`src/rtl/scan_transfer_receiver.sv`:
```
// Receiver side of the scanner transfer protocol: it arbitrates between two scanners,
// grants one at a time and captures the granted scanner's burst into a shared FIFO.
module scan_transfer_receiver #(
  parameter int DATA_W    = 8,
  parameter int BURST_LEN = 10,
  parameter int DEPTH     = 16
) (
  input  logic                       clk,
  input  logic                       reset,
  input  logic                       scan_1_transfer_me,
  input  logic                       scan_2_transfer_me,
  input  logic [DATA_W-1:0]          scan_1_data,
  input  logic                       scan_1_valid,
  input  logic [DATA_W-1:0]          scan_2_data,
  input  logic                       scan_2_valid,
  output logic                       grant_1,
  output logic                       grant_2,
  output logic                       xfer_done,
  output logic                       xfer_abort,
  input  logic                       rd_en,
  output logic [DATA_W-1:0]          rd_data,
  output logic                       rd_valid,
  output logic [$clog2(DEPTH):0]     fifo_count,
  output logic                       overflow
);

  // state   | meaning
  // IDLE    | no grant; arbitrate between pending requests
  // GRANT   | winner chosen; raise its grant
  // RECEIVE | capture granted scanner's words until BURST_LEN or request drop
  // DONE    | xfer_done high for this single cycle
  typedef enum logic [1:0] {S_IDLE, S_GRANT, S_RECEIVE, S_DONE} state_t;

  localparam int AW  = $clog2(DEPTH);
  localparam int CW  = AW + 1;
  localparam int WCW = $clog2(BURST_LEN + 1);

  state_t             r_state;
  logic               r_sel;       // 0: scanner 1 owns the transfer, 1: scanner 2
  logic               r_rr;        // preferred scanner on a tie
  logic               r_grant_1;
  logic               r_grant_2;
  logic               r_xfer_done;
  logic               r_xfer_abort;
  logic [WCW-1:0]     r_word_cnt;

  logic [DATA_W-1:0]  r_mem [DEPTH];
  logic [AW-1:0]      r_wr_ptr;
  logic [AW-1:0]      r_rd_ptr;
  logic [CW-1:0]      r_count;
  logic               r_overflow;
  logic               r_rd_valid;
  logic [DATA_W-1:0]  r_rd_data;

  logic               w_pick;
  logic               w_req;
  logic               w_valid;
  logic [DATA_W-1:0]  w_data;
  logic               w_wr_req;
  logic               w_full;
  logic               w_empty;
  logic               w_rd_ok;
  logic               w_wr_ok;

  assign w_pick   = (scan_1_transfer_me && scan_2_transfer_me) ? r_rr : scan_2_transfer_me;
  assign w_req    = r_sel ? scan_2_transfer_me : scan_1_transfer_me;
  assign w_valid  = r_sel ? scan_2_valid       : scan_1_valid;
  assign w_data   = r_sel ? scan_2_data        : scan_1_data;

  // A word is only taken while the owner still requests; a drop in the same cycle aborts.
  assign w_wr_req = (r_state == S_RECEIVE) && w_req && w_valid;
  assign w_full   = (r_count == CW'(DEPTH));
  assign w_empty  = (r_count == '0);
  assign w_rd_ok  = rd_en && !w_empty;
  assign w_wr_ok  = w_wr_req && (!w_full || w_rd_ok);

  always_ff @(posedge clk or posedge reset) begin
    if (reset) begin
      r_state      <= S_IDLE;
      r_sel        <= 1'b0;
      r_rr         <= 1'b0;
      r_grant_1    <= 1'b0;
      r_grant_2    <= 1'b0;
      r_xfer_done  <= 1'b0;
      r_xfer_abort <= 1'b0;
      r_word_cnt   <= '0;
    end else begin
      r_xfer_done  <= 1'b0;
      r_xfer_abort <= 1'b0;
      case (r_state)
        S_IDLE: begin
          if (scan_1_transfer_me || scan_2_transfer_me) begin
            r_sel   <= w_pick;
            r_rr    <= ~w_pick;
            r_state <= S_GRANT;
          end
        end
        S_GRANT: begin
          r_grant_1 <= ~r_sel;
          r_grant_2 <= r_sel;
          r_state   <= S_RECEIVE;
        end
        S_RECEIVE: begin
          if (!w_req) begin
            r_grant_1    <= 1'b0;
            r_grant_2    <= 1'b0;
            r_xfer_abort <= 1'b1;
            r_word_cnt   <= '0;
            r_state      <= S_IDLE;
          end else if (w_valid) begin
            if (r_word_cnt == WCW'(BURST_LEN - 1)) begin
              r_grant_1   <= 1'b0;
              r_grant_2   <= 1'b0;
              r_xfer_done <= 1'b1;
              r_word_cnt  <= '0;
              r_state     <= S_DONE;
            end else begin
              r_word_cnt <= r_word_cnt + WCW'(1);
            end
          end
        end
        S_DONE: begin
          r_state <= S_IDLE;
        end
        default: r_state <= S_IDLE;
      endcase
    end
  end

  always_ff @(posedge clk) begin
    if (w_wr_ok) r_mem[r_wr_ptr] <= w_data;
  end

  // On full with a concurrent pop the read sees the old slot before it is overwritten.
  always_ff @(posedge clk or posedge reset) begin
    if (reset) begin
      r_wr_ptr   <= '0;
      r_rd_ptr   <= '0;
      r_count    <= '0;
      r_overflow <= 1'b0;
      r_rd_valid <= 1'b0;
      r_rd_data  <= '0;
    end else begin
      r_rd_valid <= w_rd_ok;
      if (w_rd_ok) begin
        r_rd_data <= r_mem[r_rd_ptr];
        r_rd_ptr  <= r_rd_ptr + AW'(1);
      end
      if (w_wr_ok) r_wr_ptr <= r_wr_ptr + AW'(1);
      if (w_wr_req && !w_wr_ok) r_overflow <= 1'b1;
      case ({w_wr_ok, w_rd_ok})
        2'b10:   r_count <= r_count + CW'(1);
        2'b01:   r_count <= r_count - CW'(1);
        default: r_count <= r_count;
      endcase
    end
  end

  assign grant_1    = r_grant_1;
  assign grant_2    = r_grant_2;
  assign xfer_done  = r_xfer_done;
  assign xfer_abort = r_xfer_abort;
  assign rd_data    = r_rd_data;
  assign rd_valid   = r_rd_valid;
  assign fifo_count = r_count;
  assign overflow   = r_overflow;

endmodule

```
`config.mk`:
```
export PLATFORM = sky130hd
export DESIGN_NAME = scan_transfer_receiver
export DESIGN_NICKNAME = d
export VERILOG_FILES = /design/src/rtl/scan_transfer_receiver.sv
export SDC_FILE = /design/constraint.sdc
export NUM_CORES = 1
export LEC_CHECK = 0
export CAP_MARGIN = 20
export CORE_UTILIZATION = 32
export DETAILED_ROUTE_END_ITERATION = 8
export GPL_ROUTABILITY_DRIVEN = 0
export SYNTH_ARGS = -nofsm -noshare
export SYNTH_HDL_FRONTEND = slang
export SYNTH_SLANG_ARGS = --single-unit
```
`constraint.sdc`:
```
create_clock -name clk -period 2.6 [get_ports clk]
set_input_delay 0.52 -clock clk [delete_from_list [all_inputs] [get_ports clk]]
set_output_delay 0.52 -clock clk [all_outputs]
set_load 0.01 [all_outputs]
```
==> results.md <==
- Final Max Slew Viols: 0
- Unrepaired setup endpoints after global routing: false
- Power per cell area: just over 1000 nW/um^2
- DRC: 0
- Std-Cell Rows: 53
- Layout Nets: 512
- Fmax: roughly 400 MHz
- Synth area leader: edfxtp_1
- Post-DRT Antenna Nets: 0
- Grt ovf: 0
- Synth-to-Final Area Change: 26.48%
- CP endpoint kind: flop
- First-pass GRT wire length: between 20000 and 25000 um
- DR WL/cell: between 15 and 20 um
- Final Core Density: approximately two fifths
- Worst slew pin tran: between 500 and 600 ps
- Antenna violations before repair: 0
- Final setup vio count: 0
- Hold_sp: overflow$_DFFE_PP0P_
- Final hold viol count: 0
- Relative slew margins: between 60% and 70%
- Seq/Total Area, Yosys: around 69%
- IO Pins: 42
- Syn Inst Count: between 300 and 400
- Vias: ~3700
- Final Power: roughly 8900 uW
- Ant. Diodes: 0
- Synth Cell Area: about 6800 um^2
- CTS buffer count: 17
- Die W: ~150 um
- Syn Area/Cell: 17.94 um^2
- Ranking of synthesized cells by area: edfxtp_1 56%, dfrtp_1 13%, mux4_2 11%, ha_1 2.4%, mux2i_1 2.3%
- Distinct cells, synth: 50
- Top FF cell, synth: edfxtp_1
- Setup Slack @ Placement: -243.0 ps
- Vias per inst: approximately 4.8
- CTS root buffer: clkbuf_16
- Cells on worst reg2reg path: 11
- Worst min path class: reg2reg
- Post-synth EDFFs: roughly 130
- Die Y: between 100 and 150 um
- Critical Path AT: about 2800 ps
- CTS Buffer Depth: 2
- CTS tree: built
- Final worst slack: around 86 ps
- Final Cycle Share: 96.69%
- Setup CP Type: reg2reg
- Crit path launch: fifo_count[1]$_DFFE_PP0P_
- Die area: approximately 22000 um^2
- Clock skew: around 11 ps
- Post-Syn Nets: roughly 420
- H-tree depth: 4
- Routed WL: roughly 13000 um
- DRT Pass-1 Iters: 4
- Async SR Flop Fraction: 21.47%
- Leak: a little over 0.003 uW
- CP max FO: 3
- Clock slew seen by the registers of the worst setup and hold paths: approximately 60 ps
- Clock sinks: approximately 160
- Status: complete, no violations
- Max cap viols: 0
- Initial Util: between 30% and 40%
- Startpoint Class: flop
- Vias in the first global route: around 3800
- Synth warn: 0
- Yosys reg bits: around 160
- DPL Wire Length: between 8000 and 9000 um
- Post-synth top area share: 56.38%
- Layout fillers: between 1500 and 2000
- Worst VDD drop: between 0.0006 and 0.0007 V
- Total track usage: 13.27%
- Clock Latency Late Sink: 420 ps
- Largest net degree at the start of global routing: 36
- Share of cells above drive strength 1: between 20% and 30%
- Reg2reg start: fifo_count[1]$_DFFE_PP0P_
- Core Footprint: 20960 um^2
- Min cycle time layout: roughly 2500 ps
- WHS Path Cells: 1
- Worst hold slack: approximately 460 ps
- CP required: 2890 ps
- DR iter-0 viols: approximately 170
- # hold bufs at CTS: 0
- Number of port buffers: 41
logic make-up after synthesis:
family | count (synthesis) | share of synthesized area (%)
DFF | 163 | 69.22
and+or+nand+nor | 73 | 6.020
muxes | 62 | 15.43
AOI/OAI and AO/OA | 34 | 3.762
buffers and inverters | 24 | 1.597
adders and majority gates | 14 | 2.679
xor gates and xnor gates | 10 | 1.285
metal layers:
metal	share of wire, %	global-route usage [%]	wire (um)
met1	44	16.68	5722
met2	51	22.07	6739
met3	4.2	3.611	558
met4	0.94	4.485	123
met5	0	0	0
layout make-up:
type | count | area (um^2) | share of cell area (%)
repair buffers | 89 | 933.4 | 10.82
clock inverters | 10 | 122.6 | 1.422
inverters | 11 | 41.29 | 0.4788
flip-flops and latches | 163 | 4720 | 54.73
multi-input cells | 193 | 1998 | 23.17
clock buffers | 22 | 464.2 | 5.383
well taps | 275 | 344.1 | 3.990
flip-flops by register name, indices dropped and copies added, names as in the netlist, 2 cells and up:
| signal | flops |
|---|---|
| fifo_count | 5 |
| r_mem | 128 |
| r_rd_ptr | 4 |
| r_state | 2 |
| r_word_cnt | 4 |
| r_wr_ptr | 4 |
| rd_data | 8 |
cell usage after synthesis, types with 2 or more instances:
cell and instances:
edfxtp_1 128, dfrtp_1 35, mux4_2 32, nand2_1 21, mux2i_1 16, and2_1 13, ha_1 13, inv_1 11
nor2_1 11, mux2_2 10, xnor2_1 8, o21ai_0 7, o221ai_1 7, buf_2 6, a21oi_1 5, a21o_1 4
a31oi_1 3, buf_4 3, clkbuf_1 3, mux2_4 3, nand2b_1 3, nand3_1 3, and4_1 2, nand3b_1 2
nand4_1 2, nor2_2 2, nor2b_1 2, nor4b_1 2, xor2_1 2
critical path, cell delays in order, from the launching register on:
cell,delay (ps)
dfrtp_1,380
or4_4,560
o21ai_4,180
nor2_2,70
buf_4,140
fa_2,340
a21o_1,180
a21oi_2,150
buf_4,140
nand3_1,80
nand3b_1,90
o211ai_1,90
cells in the final DEF, fill, tap and decap left out, types with 3 or more instances in the layout:
cell and count:
mux2_2 10, nor2_1 11, clkbuf_1 3, o221ai_1 7
a31oi_1 3, mux2_4 3, buf_4 35, nand3_1 3
xnor2_1 8, inv_6 3, mux2i_1 16, nand2_1 21
buf_12 13, a21oi_1 4, dfrtp_1 35, edfxtp_1 128
and2_1 13, nand2b_1 3, a21o_1 4, o21ai_0 7
ha_1 12, clkinvlp_4 3, clkdlybuf4s50_1 41, mux4_2 32
clkbuf_16 17, inv_1 10
stage by stage:
step	setup TNS [ps]	std cells	cell area [um^2]
floorplan	0	380	6818
global placement	-230.7	730	8020
detailed placement	-363.4	730	8020
CTS	0	762	8607
global route	0	763	8623
finish	0	763	8623
report_power, final:
part	leakage (uW)	total (uW)	internal, uW	switching [uW]
Clock	0.000278	2450	1470	980
Sequential	0.00158	3540	3270	272
Combinational	0.00121	2940	1550	1390
Total	0.00307	8930	6290	2640
what timing repair did:
item / 4_1_cts / 5_1_grt
gates resized for setup: 0 / 4
setup buffers: 0 / 1
setup endpoints to repair: 0 / 1
path summary, 6_finish.rpt:
check                                       endpoint  slack [ps]
setup / recovery           fifo_count[4]$_DFFE_PP0P_          90
setup reg to reg           fifo_count[4]$_DFFE_PP0P_          90
hold reg to reg                 overflow$_DFFE_PP0P_         460
hold / removal                  overflow$_DFFE_PP0P_         460
min in group asynchronous        grant_1$_DFFE_PP0P_         530
max in group asynchronous     rd_data[0]$_DFFE_PP0P_        1720
(Power assumes the default switching activity.)
